<file path="config.mk">
export PLATFORM = sky130hd
export DESIGN_NAME = inst_decode_queue
export DESIGN_NICKNAME = d
export VERILOG_FILES = /design/src/rtl/inst_decode_pkg.sv /design/src/rtl/inst_field_decode.sv /design/src/rtl/inst_decode_queue.sv
export SDC_FILE = /design/constraint.sdc
export NUM_CORES = 1
export LEC_CHECK = 0
export ABC_AREA = 1
export CORE_UTILIZATION = 50
export DETAILED_ROUTE_END_ITERATION = 6
export GPL_TIMING_DRIVEN = 1
export PLACE_DENSITY = 0.93
export SLEW_MARGIN = 0
export SYNTH_ARGS = -nofsm -noshare
export SYNTH_HDL_FRONTEND = slang
export SYNTH_SLANG_ARGS = --single-unit
</file>
<file path="constraint.sdc">
create_clock -name clk -period 12.5 [get_ports clk]
set_input_delay 2.5 -clock clk [delete_from_list [all_inputs] [get_ports clk]]
set_output_delay 2.5 -clock clk [all_outputs]
set_load 0.05 [all_outputs]
</file>
<file path="src/rtl/inst_decode_pkg.sv">
// Shared MIPS decode constants: format classes, opcodes and instruction field positions.
package inst_decode_pkg;

  typedef enum logic [1:0] {
    FMT_R = 2'b00,
    FMT_I = 2'b01,
    FMT_J = 2'b10
  } fmt_e;

  localparam logic [5:0] OP_RTYPE = 6'h00;
  localparam logic [5:0] OP_J     = 6'h02;
  localparam logic [5:0] OP_JAL   = 6'h03;
  localparam logic [5:0] OP_ANDI  = 6'h0C;
  localparam logic [5:0] OP_ORI   = 6'h0D;
  localparam logic [5:0] OP_XORI  = 6'h0E;
  localparam logic [5:0] OP_LUI   = 6'h0F;

  localparam int unsigned OP_HI    = 31;
  localparam int unsigned OP_LO    = 26;
  localparam int unsigned RS_HI    = 25;
  localparam int unsigned RS_LO    = 21;
  localparam int unsigned RT_HI    = 20;
  localparam int unsigned RT_LO    = 16;
  localparam int unsigned RD_HI    = 15;
  localparam int unsigned RD_LO    = 11;
  localparam int unsigned SHAMT_HI = 10;
  localparam int unsigned SHAMT_LO = 6;
  localparam int unsigned FUNC_HI  = 5;
  localparam int unsigned FUNC_LO  = 0;
  localparam int unsigned IMM_HI   = 15;
  localparam int unsigned IMM_LO   = 0;
  localparam int unsigned TGT_HI   = 25;
  localparam int unsigned TGT_LO   = 0;

  // Logical immediates are zero-extended; everything else sign-extends.
  function automatic logic imm_is_zext(input logic [5:0] op);
    return (op == OP_ANDI) || (op == OP_ORI) || (op == OP_XORI) || (op == OP_LUI);
  endfunction

endpackage

</file>
<file path="src/rtl/inst_field_decode.sv">
// Combinational split of one {pc, inst} pair into MIPS fields, format, immediate and jump target.
module inst_field_decode #(
  parameter int unsigned XLEN = 32
) (
  input  logic [XLEN-1:0] i_pc,
  input  logic [31:0]     i_inst,
  output logic [5:0]      o_op,
  output logic [4:0]      o_rs,
  output logic [4:0]      o_rt,
  output logic [4:0]      o_rd,
  output logic [4:0]      o_shamt,
  output logic [5:0]      o_func,
  output logic [XLEN-1:0] o_imm_ext,
  output logic [XLEN-1:0] o_jtarget,
  output logic [1:0]      o_fmt
);
  import inst_decode_pkg::*;

  localparam logic [XLEN-1:0] PC_HI_MASK = {{(XLEN-28){1'b1}}, 28'h0};

  logic [XLEN-1:0] w_pc4;
  logic [15:0]     w_imm;
  fmt_e            w_fmt;

  assign o_op    = i_inst[OP_HI:OP_LO];
  assign o_rs    = i_inst[RS_HI:RS_LO];
  assign o_rt    = i_inst[RT_HI:RT_LO];
  assign o_rd    = i_inst[RD_HI:RD_LO];
  assign o_shamt = i_inst[SHAMT_HI:SHAMT_LO];
  assign o_func  = i_inst[FUNC_HI:FUNC_LO];
  assign w_imm   = i_inst[IMM_HI:IMM_LO];

  assign o_imm_ext = imm_is_zext(o_op) ? {{(XLEN-16){1'b0}}, w_imm}
                                       : {{(XLEN-16){w_imm[15]}}, w_imm};

  // Upper bits come from pc+4 (carry included); low 28 bits are the shifted target.
  assign w_pc4     = i_pc + XLEN'(4);
  assign o_jtarget = (w_pc4 & PC_HI_MASK) |
                     {{(XLEN-28){1'b0}}, i_inst[TGT_HI:TGT_LO], 2'b00};

  always_comb begin
    w_fmt = FMT_I;
    if (o_op == OP_RTYPE)                      w_fmt = FMT_R;
    else if ((o_op == OP_J) || (o_op == OP_JAL)) w_fmt = FMT_J;
  end

  assign o_fmt = w_fmt;

endmodule

</file>
<file path="src/rtl/inst_decode_queue.sv">
// In-order queue of decoded instructions between fetch and register-read, with synchronous flush.
module inst_decode_queue #(
  parameter int unsigned XLEN  = 32,
  parameter int unsigned DEPTH = 2,
  parameter int unsigned CNT_W = $clog2(DEPTH + 1)
) (
  input  logic             clk,
  input  logic             reset,
  input  logic             flush,
  input  logic             in_valid,
  output logic             in_ready,
  input  logic [XLEN-1:0]  in_pc,
  input  logic [31:0]      in_inst,
  output logic             out_valid,
  input  logic             out_ready,
  output logic [XLEN-1:0]  out_pc,
  output logic [5:0]       out_op,
  output logic [4:0]       out_rs,
  output logic [4:0]       out_rt,
  output logic [4:0]       out_rd,
  output logic [4:0]       out_shamt,
  output logic [5:0]       out_func,
  output logic [XLEN-1:0]  out_imm_ext,
  output logic [XLEN-1:0]  out_jtarget,
  output logic [1:0]       out_fmt,
  output logic [CNT_W-1:0] count
);
  import inst_decode_pkg::*;

  localparam int unsigned PTR_W = (DEPTH > 1) ? $clog2(DEPTH) : 1;
  localparam int unsigned FLD_W = 6 + 5 + 5 + 5 + 5 + 6 + 2;

  logic [XLEN-1:0]  r_pc_mem  [DEPTH];
  logic [XLEN-1:0]  r_imm_mem [DEPTH];
  logic [XLEN-1:0]  r_jt_mem  [DEPTH];
  logic [FLD_W-1:0] r_fld_mem [DEPTH];

  logic [PTR_W-1:0] r_head;
  logic [PTR_W-1:0] r_tail;
  logic [CNT_W-1:0] r_count;

  logic             w_push;
  logic             w_pop;
  logic [5:0]       w_op;
  logic [4:0]       w_rs, w_rt, w_rd, w_shamt;
  logic [5:0]       w_func;
  logic [1:0]       w_fmt;
  logic [XLEN-1:0]  w_imm_ext;
  logic [XLEN-1:0]  w_jtarget;
  logic [FLD_W-1:0] w_fld_out;

  inst_field_decode #(.XLEN(XLEN)) u_dec (
    .i_pc      (in_pc),
    .i_inst    (in_inst),
    .o_op      (w_op),
    .o_rs      (w_rs),
    .o_rt      (w_rt),
    .o_rd      (w_rd),
    .o_shamt   (w_shamt),
    .o_func    (w_func),
    .o_imm_ext (w_imm_ext),
    .o_jtarget (w_jtarget),
    .o_fmt     (w_fmt)
  );

  function automatic logic [PTR_W-1:0] next_ptr(input logic [PTR_W-1:0] p);
    return (p == PTR_W'(DEPTH - 1)) ? '0 : p + 1'b1;
  endfunction

  assign in_ready  = (r_count < CNT_W'(DEPTH));
  assign out_valid = (r_count != '0);
  assign w_push    = in_valid && in_ready;
  assign w_pop     = out_valid && out_ready;
  assign count     = r_count;

  always_ff @(posedge clk) begin
    if (w_push) begin
      r_pc_mem[r_tail]  <= in_pc;
      r_imm_mem[r_tail] <= w_imm_ext;
      r_jt_mem[r_tail]  <= w_jtarget;
      r_fld_mem[r_tail] <= {w_op, w_rs, w_rt, w_rd, w_shamt, w_func, w_fmt};
    end
  end

  always_ff @(posedge clk) begin
    if (reset || flush) begin
      r_head  <= '0;
      r_tail  <= '0;
      r_count <= '0;
    end else begin
      if (w_push) r_tail <= next_ptr(r_tail);
      if (w_pop)  r_head <= next_ptr(r_head);
      case ({w_push, w_pop})
        2'b10:   r_count <= r_count + CNT_W'(1);
        2'b01:   r_count <= r_count - CNT_W'(1);
        default: r_count <= r_count;
      endcase
    end
  end

  // Stale storage is never visible: every data output is forced to zero while empty.
  assign w_fld_out   = out_valid ? r_fld_mem[r_head] : '0;
  assign out_pc      = out_valid ? r_pc_mem[r_head]  : '0;
  assign out_imm_ext = out_valid ? r_imm_mem[r_head] : '0;
  assign out_jtarget = out_valid ? r_jt_mem[r_head]  : '0;
  assign {out_op, out_rs, out_rt, out_rd, out_shamt, out_func, out_fmt} = w_fld_out;

endmodule

</file>
==> results of run 1 <==
metal layers:
| metal | wire (um) | vias up | track usage [%] | share of wire [%] |
|---|---|---|---|---|
| met2 | 6930 | 238 | 37.0 | 50 |
| met3 | 1020 | 36 | 5.45 | 7.3 |
| met1 | 5610 | 2047 | 26.8 | 40 |
| li1 | - | 2114 | - | - |
| met5 | 0 | - | 0 | 0 |
| met4 | 327 | 0 | 8.66 | 2.4 |
worst max path at each step:
stage / startpoint / end / depth (start not counted)
floorplan: in_valid / r_fld_mem[1][0] / 2
global placement: in_valid / r_pc_mem[1][10] / 4
detailed placement: count[0] / out_imm_ext[26] / 3
CTS: count[1] / out_imm_ext[26] / 3
global route: count[0] / out_imm_ext[29] / 3
finish: count[1] / out_imm_ext[26] / 3
where the power goes:
group / switching, mW / total (mW) / internal [mW]
clock network: 0.179 / 0.488 / 0.309
registers: 0.00597 / 0.572 / 0.566
logic: 0.129 / 0.193 / 0.0634
total: 0.315 / 1.25 / 0.938
final cells by class:
type / count / area share, %
flip-flops and latches: 147 / 50.9
repair buffers: 205 / 23.8
multi-input cells: 315 / 15.6
clock buffers: 18 / 5.00
well taps: 168 / 2.45
clock inverters: 12 / 1.65
inverters: 14 / 0.613
through the flow:
stage               instances  utilization (%)  setup WS, ns  instance area [sq um]  hold slack, ns
floorplan                 557                -          6.39                   6340           0.501
global placement          849             65.8          7.76                   8010           0.527
detailed placement        849             65.8          7.65                   8010           0.551
CTS                       879             70.5          7.22                   8580           0.562
global route              879             70.5          7.09                   8580           0.594
finish                    879             70.5          7.27                   8580           0.572
layout by cell type, fill, tap and decap left out, types with 2 or more instances in the layout:
master,netlist,routed
clkdlybuf4s50_1,0,200
nand2_1,193,193
edfxtp_1,142,142
a21oi_1,74,74
nor2_1,30,28
clkbuf_16,0,17
inv_1,13,13
buf_4,59,5
nand3_1,4,4
clkinv_2,0,4
dfxtp_1,5,4
nor2_4,1,3
bufinv_16,0,3
nor3b_1,2,2
nor3_1,2,2
conb_1,1,2
clkinvlp_4,0,2
clkinv_1,0,2
flip-flops by register name (all words and copies together), names as in the netlist, named ones only:
| name | cells |
|---|---|
| count | 2 |
| r_fld_mem | 68 |
| r_head | 1 |
| r_imm_mem | 2 |
| r_jt_mem | 8 |
| r_pc_mem | 64 |
| r_tail | 1 |
logic make-up (layout without fill, tap and decap cells):
| logic type | Yosys count | count (layout) | share of synthesized area (%) |
|---|---|---|---|
| simple gates | 237 | 237 | 14.6 |
| flops | 147 | 147 | 68.9 |
| buf+inv | 95 | 249 | 10.3 |
| compound gates | 75 | 75 | 5.95 |
| fa+ha+maj | 1 | 1 | 0.198 |
| other cells | 1 | 2 | 0.0592 |
worst max-delay path, stage by stage, from the launching register on:
cell	delay (ns)
dfxtp_1	0.46
nor2_4	0.08
a21oi_1	0.81
clkdlybuf4s50_1	0.97
==> metrics, run 1 <==
Initial DRC Count=355; initial antenna violation count=0; later-pin clock latency in the skew report=about 0.4 ns; GRT overflow=0; Startpoint Class=flop; final setup violation count=0; I/O pin total=203; FF/Latch Area=4370 sq um; TritonCTS Buffers=17; synth unique cells=22; static leakage=3.05 nW; Min-Delay Path Class=flop to flop; status=complete, no violations; Hold Path End=r_head; Synth Instances=approximately 560; YS warnings=0; Cell Rows=40; max-slew violations=0; setup TNS=0 ns; Core Area=12200 sq um; clock tree sinks=147; largest net degree at the start of global routing=73; routability congestion estimate=0.863; n_diodes=0; post-synthesis cell area=6330 sq um; Detailed Route WL=13900 um; RSZ-0062 raised after global routing=false; R2R Path End=r_pc_mem[1][6]; EDFF count, synth=142; period utilization=about two fifths; post-DR vias/cell=5.05; worst r2r src=count[1]; Final min period=5.23 ns; Final ANT Viol Nets=0; highest clock rate=0.191 GHz; Die Y=between 100 and 150 um; max_cap viols=0; starting density of the core=52.1%; Final nets=770; Via Count=4435; sequential element share of the synthesized area=68.9%; routed length per instance=between 15 and 20 um; CTS Hold Bufs=0; Arr. time, crit path=2.73 ns; Synth top cells by count=nand2_1 (193), edfxtp_1 (142), a21oi_1 (74); clock slew at reported path FFs=0.06 ns; Max Root-Sink Buffers=2; ys flop type=edfxtp_1; Worst slew margin=29.5%; Worst R2R Setup Slack=a little over 10 ns; DR pass1 iterations=5; DPL Wire Length=9200 um; port buffer count=200; Final Hold Fails=0; CTS resizes=0; clk root buf=clkbuf_16; Tot GR Track Use=21.8%; power consumption=around 1.3 mW; H-tree levels=4; first-pass GRT wire length=between 20000 and 25000 um; hold path cells=2; largest cells by area after synthesis=edfxtp_1 (67%), nand2_1 (11%), buf_4 (7.0%), a21oi_1 (5.8%), nor2_1 (1.8%); post-CTS setup buffer count=0; multi-input logic area=between 1000 and 1500 sq um; maximum VDD drop=0.0776 mV; CTS tree=built; DR DRC count=0; hold_sp=r_head; Synth Register Bits=roughly 150; worst setup path class=flop to primary output; fillers=843; Die Footprint=13100 sq um; share of cells above drive strength 1=5.49%; count leader, synth=nand2_1; Synth top area share=between 60 and 70%; vias in the first global route=4316; clk_skew=0.00743 ns; WP data required=10.00 ns; Critical Path Fanout Max=16; die width=115 um; Syn Area/Cell=roughly 11 sq um; worst-margin pin slew=1.06 ns; power per standard cell area=146 nW/um^2; Layout Area Growth over Synthesis=35.4%; Critical Path Sink Type=primary output; Yosys top cell by area=edfxtp_1; R2R cell count=4; ys async rst share=0%
Note: power is estimated with default switching activity, not from simulation.
==> run 2: changes to the inputs <==
Settings changed: CORE_UTILIZATION 50 to 42, PLACE_DENSITY 0.93 to 0.84.
Clock period 12.5 ns to 4.7 ns, I/O delays scaled along.
==> metrics, run 2 (synthesis results as in run 1) <==
delay-heaviest family, CP=buffers and inverters; CTS Hold Bufs=0 (unchanged); initial antenna violation count=0 (unchanged); failing checks=DRC; Final Cell Area=8640 sq um (+0.76%); Tot GR Track Use=18.9% (-2.8 points); Core Area=14600 sq um (+20%); vias in the first global route=4259 (-1.3%); Min-Delay Path Class=flop to flop; DPL Wire Length=9070 um (-1.4%); Final nets=772 (+0.26%); post-DR vias/cell=4.89 (-3.1%); hold path cells=2 (unchanged); worst r2r src=count[0]; GRT overflow=0 (unchanged); die width=125 um (+9.0%); starting density of the core=43.2% (-8.8 points); Initial DRC Count=351 (-1.1%); hold_sp=r_head; power per standard cell area=397 nW/um^2 (+170%); R2R Path End=count[0]; n_diodes=0 (unchanged); Cell Rows=44 (+10%); Largest Register=r_fld_mem; DR pass1 iterations=7 (+2); Worst R2R Setup Slack=2.53 ns (-7.64 ns); max_cap viols=0 (unchanged); Slowest cell on crit path=nor2_4; routability congestion estimate=0.800 (-7.4%); first-pass GRT wire length=22400 um (+4.8%); share of cells above drive strength 1=8.11% (+2.6 points); RSZ-0062 raised after global routing=false; max reg flops=68 (unchanged); setup TNS=0 ns (unchanged); Critical Path Fanout Max=42 (+26); static leakage=3.11 nW (+1.9%); Arr. time, crit path=2.78 ns (+0.05 ns); Critical Path Sink Type=primary output; I/O pin total=203 (unchanged); clock tree sinks=147 (unchanged); Buf+Inv Stages, Crit Path=2 (+1); routed length per instance=15.7 um (-0.82%); H-tree levels=4 (unchanged); Layout Area Growth over Synthesis=36.5%; highest clock rate=0.269 GHz; Regs by FF count=r_fld_mem: 68 flops, r_pc_mem: 64 flops, r_jt_mem: 8 flops; clock slew at reported path FFs=0.06 ns (about the same); Detailed Route WL=14100 um (+1.4%); max-slew violations=0 (unchanged); maximum VDD drop=0.211 mV (+170%); final core occ=59.0% (-12 points); status=finished with violations; Final ANT Viol Nets=0 (unchanged); WP data required=3.76 ns (-6.24 ns); TritonCTS Buffers=17 (unchanged); CP cell instances=nor2_4 -> buf_12 -> a21oi_1 -> clkdlybuf4s50_1; Hold Path End=r_head; Worst slew margin=25.0% (-4.5 points); Max Root-Sink Buffers=2 (unchanged); final setup violation count=0 (unchanged); port buffer count=200 (unchanged); later-pin clock latency in the skew report=0.42 ns (+0.02 ns); Final min period=3.72 ns; Die Y=125 um (+9.0%); DR DRC count=36 (+36); Startpoint Class=flop; commonest non-fill, non-tap cell in the layout=nand2_1; period utilization=roughly four fifths; worst-margin pin slew=1.12 ns (+0.0652 ns); CTS resizes=0 (unchanged); clk_skew=0.00721 ns (-0.000214 ns); largest net degree at the start of global routing=72 (-1.4%); slowest stage delay, CP=0.86 ns (-0.11 ns); Final Hold Fails=0 (unchanged); Die Footprint=15600 sq um (+19%); R2R cell count=5 (+1); DP Area=8030 sq um (+0.25%); post-CTS setup buffer count=0 (unchanged); Via Count=4395 (-0.90%); CTS tree=built; clk root buf=clkbuf_16; worst setup path class=flop to primary output; commonest cells after routing, fill and taps aside=nand2_1 (193), clkdlybuf4s50_1 (184), edfxtp_1 (142), a21oi_1 (74), nor2_1 (28)
==> run 2: cell types whose count changed in the layout (fill, tap and decap cells not counted), sizes merged <==
cell	delta
clkinvlp	+3
buf	+18
clkdlybuf4s50	-16
inv	+1
clkinv	-3
bufinv	+1
==> run 2: worst max path at each step <==
stage / depth (start not counted) / startpoint / slack (ns) / end
4_1_cts: 4 / count[1] / 0.93 / out_imm_ext[1]
6_report: 4 / count[0] / 0.98 / out_imm_ext[1]
5_1_grt: 4 / flop / 0.79 / out_imm_ext[16]
3_5_place_dp: 4 / count[1] / 1.40 / out_jtarget[14]
2_1_floorplan: 3 / count[1] / 0.05 / r_fld_mem[1][0]
3_3_place_gp: 4 / count[1] / 1.43 / out_jtarget[9]
==> run 2: where the power goes <==
group          leakage (nW)  internal (mW)  switching (mW)  total, mW
Combinational          1.46          0.170           0.346      0.516
Sequential             1.37           1.50          0.0145       1.52
Clock                 0.281          0.884           0.514       1.40
==> run 2: area by class of cell <==
type,instances,area [sq um]
fill,1181,6000
sequential,147,4370
timing repair buffer,207,2040
multi-input combinational,315,1340
clock buffer,18,429
tap,184,230
clock inverter,14,186
inverter,14,52.6
==> run 2: metal layers <==
layer | up-vias | global-route usage (%) | part of all wire (%)
li1 | 2119 | - | -
met1 | 2074 | 23.1 | 41
met2 | 182 | 31.8 | 50
met3 | 20 | 5.37 | 6.8
met4 | 0 | 7.19 | 1.5
met5 | - | 0 | 0
==> run 2: worst reg2reg max path, delay by kind of cell, from the launching register on <==
family | cells | cell delay [ns]
adders and majority gates | 1 | 0.35
DFF | 1 | 0.37
AOI/OAI and AO/OA | 1 | 0.13
and+or+nand+nor | 3 | 1.26
==> run 2: through the flow <==
stage,hold WS [ns],power [mW],cells,setup slack (ns)
after detailed placement,0.538,2.06,867,1.40
after CTS,0.547,3.46,899,0.928
final,0.544,3.43,899,0.979
after global routing,0.582,3.55,899,0.786
after floorplan,0.501,1.89,557,0.0542
after global placement,0.525,2.05,867,1.43
==> run 3: changes to the inputs <==
Clock period 4.7 ns to 3.07 ns, I/O delays scaled along.
==> metrics, run 3 (synthesis results as in run 1) <==
slowest stage delay, CP=0.54 ns (-0.32 ns); share of cells above drive strength 1=24.9% (+17 points); part of the power in registers=42.4% (-1.8 points); commonest non-fill, non-tap cell in the layout=nand2_1; Startpoint Class=flop; final setup violation count=0 (unchanged); DR DRC count=34 (-5.6%); CP cell instances=inv_2 -> buf_4 -> nand2_1 -> a21oi_1 -> buf_12; Min-Delay Path Class=flop to flop; first-pass GRT wire length=23400 um (+4.6%); RSZ-0062 raised after global routing=false; max reg flops=68 (unchanged); routed length per instance=16.4 um (+4.8%); Die Footprint=15600 sq um (unchanged); R2R cell count=6 (+1); FF/Latch Area=4370 sq um (unchanged); Largest Register=r_fld_mem; internal power=4.10 mW (+60%); DR pass1 iterations=7 (unchanged); Slowest cell on crit path=a21oi_1; starting density of the core=43.2% (unchanged); Tot GR Track Use=19.5% (+0.56 points); setup TNS=0 ns (unchanged); hold path cells=2 (unchanged); initial antenna violation count=0 (unchanged); Core Area=14600 sq um (unchanged); TritonCTS Buffers=17 (unchanged); CTS tree=built; Placed Cells incl. Taps=872 (+0.58%); sw power=1.39 mW (+59%); Regs by FF count=r_fld_mem: 68 flops, r_pc_mem: 64 flops, r_jt_mem: 8 flops; max_cap viols=0 (unchanged); Place WS=0.542 ns (-0.854 ns); die width=125 um (unchanged); power per standard cell area=547 nW/um^2 (+38%); final core occ=68.5% (+9.4 points); Arr. time, crit path=2.28 ns (-0.50 ns); largest net degree at the start of global routing=73 (+1.4%); clock tree sinks=147 (unchanged); port buffer count=200 (unchanged); failing checks=DRC; hold_sp=r_head; routability congestion estimate=0.814 (+1.8%); clk root buf=clkbuf_16; clock power share=39.0% (-1.7 points); clock slew at reported path FFs=0.06 ns (about the same); Via Count=4439 (+1.0%); WP data required=2.46 ns (-1.30 ns); Die Y=125 um (unchanged); I/O pin total=203 (unchanged); post-DR vias/cell=4.91 (+0.44%); final worst slack=0.178 ns (-0.802 ns); Initial DRC Count=355 (+1.1%); clk_skew=0.0170 ns (+0.00976 ns); n_diodes=0 (unchanged); static leakage=3.72 nW (+20%); Worst slew margin=52.3% (+27 points); Comb power frac=18.6% (+3.6 points); max-slew violations=0 (unchanged); fin cells=904 (+0.56%); highest clock rate=between 0.3 and 0.4 GHz; Critical Path Sink Type=primary output; period utilization=94.2%; DPL Wire Length=10100 um (+12%); Final Hold Fails=0 (unchanged); multi-input logic area=1350 sq um (+0.84%); Critical Path Fanout Max=20 (-52%); worst-margin pin slew=0.717 ns (-0.405 ns); Switching Share=25.3% (-0.21 points); worst r2r src=count[1]; status=finished with violations; worst setup path class=flop to primary output; H-tree levels=4 (unchanged); Worst R2R Setup Slack=0.99 ns (-1.54 ns); Max Root-Sink Buffers=2 (unchanged); Final ANT Viol Nets=0 (unchanged); Cell Rows=44 (unchanged); power consumption=5.49 mW (+60%); Layout Area Growth over Synthesis=58.3%; commonest cells after routing, fill and taps aside=nand2_1 (193), edfxtp_1 (142), buf_12 (131), clkdlybuf4s50_1 (72), a21oi_1 (71); fillers=937 (-21%); later-pin clock latency in the skew report=0.41 ns (about the same); Final nets=777 (+0.65%); Detailed Route WL=14800 um (+5.4%); Final min period=2.89 ns; vias in the first global route=4531 (+6.4%); maximum VDD drop=0.315 mV (+49%); GRT overflow=0 (unchanged)
[run 3: cell count changes in the layout (fill, tap and decap cells not counted), moves of 2 or more]
cell             previous run  this run
clkdlybuf4s50_1           184        72
a21oi_1                    74        71
buf_12                      2       131
buf_4                      21         9
clkinv_1                    3         1
a21oi_2                     0         3
[run 3: worst paths after layout]
path / to
max: out_imm_ext[1]
min: flop
max reg2reg: count[0]
min reg2reg: flop
[run 3: cell type report]
type,count,area share [%]
Inverter,14,0.524
Clock inverter,13,1.83
Timing Repair Buffer,212,34.0
Multi-Input combinational cell,315,13.5
Sequential cell,147,43.5
Tap cell,184,2.30
Clock buffer,19,4.32
[run 3: through the flow]
stage | hold WS [ns] | cell area [sq um]
CTS | 0.548 | 10000
detailed placement | 0.536 | 9400
finish | 0.551 | 10000
global route | 0.579 | 10000
global placement | 0.522 | 9400
floorplan | 0.511 | 6340
[run 3: timing repair]
action	CTS	global route
hold buffers	0	0
resized for setup	0	2
endpoints found under the setup margin	0	5
setup buffers	0	0
[run 3: power groups by stage]
stage / clock network, mW / logic [mW] / registers, mW
after floorplan: 0 / 0.517 / 2.37
after global placement: 0 / 1.01 / 2.36
after detailed placement: 0 / 1.02 / 2.37
after CTS: 2.17 / 1.03 / 2.33
after global routing: 2.25 / 1.06 / 2.33
final: 2.14 / 1.02 / 2.33
[run 3: per-layer routing]
| metal | global-route usage (%) | vias up | wire [um] | share of wire [%] |
|---|---|---|---|---|
| li1 | - | 2125 | - | - |
| met1 | 23.2 | 2105 | 5860 | 39 |
| met2 | 35.0 | 197 | 7900 | 53 |
| met3 | 3.91 | 12 | 935 | 6.3 |
| met4 | 6.68 | 0 | 139 | 0.94 |
| met5 | 0 | - | 0 | 0 |
[run 3: critical path: cells and delay by family (launching register included)]
kind	cells	cell delay, ns
flops	1	0.43
compound gates	1	0.54
buf+inv	3	0.81
simple gates	1	0.07
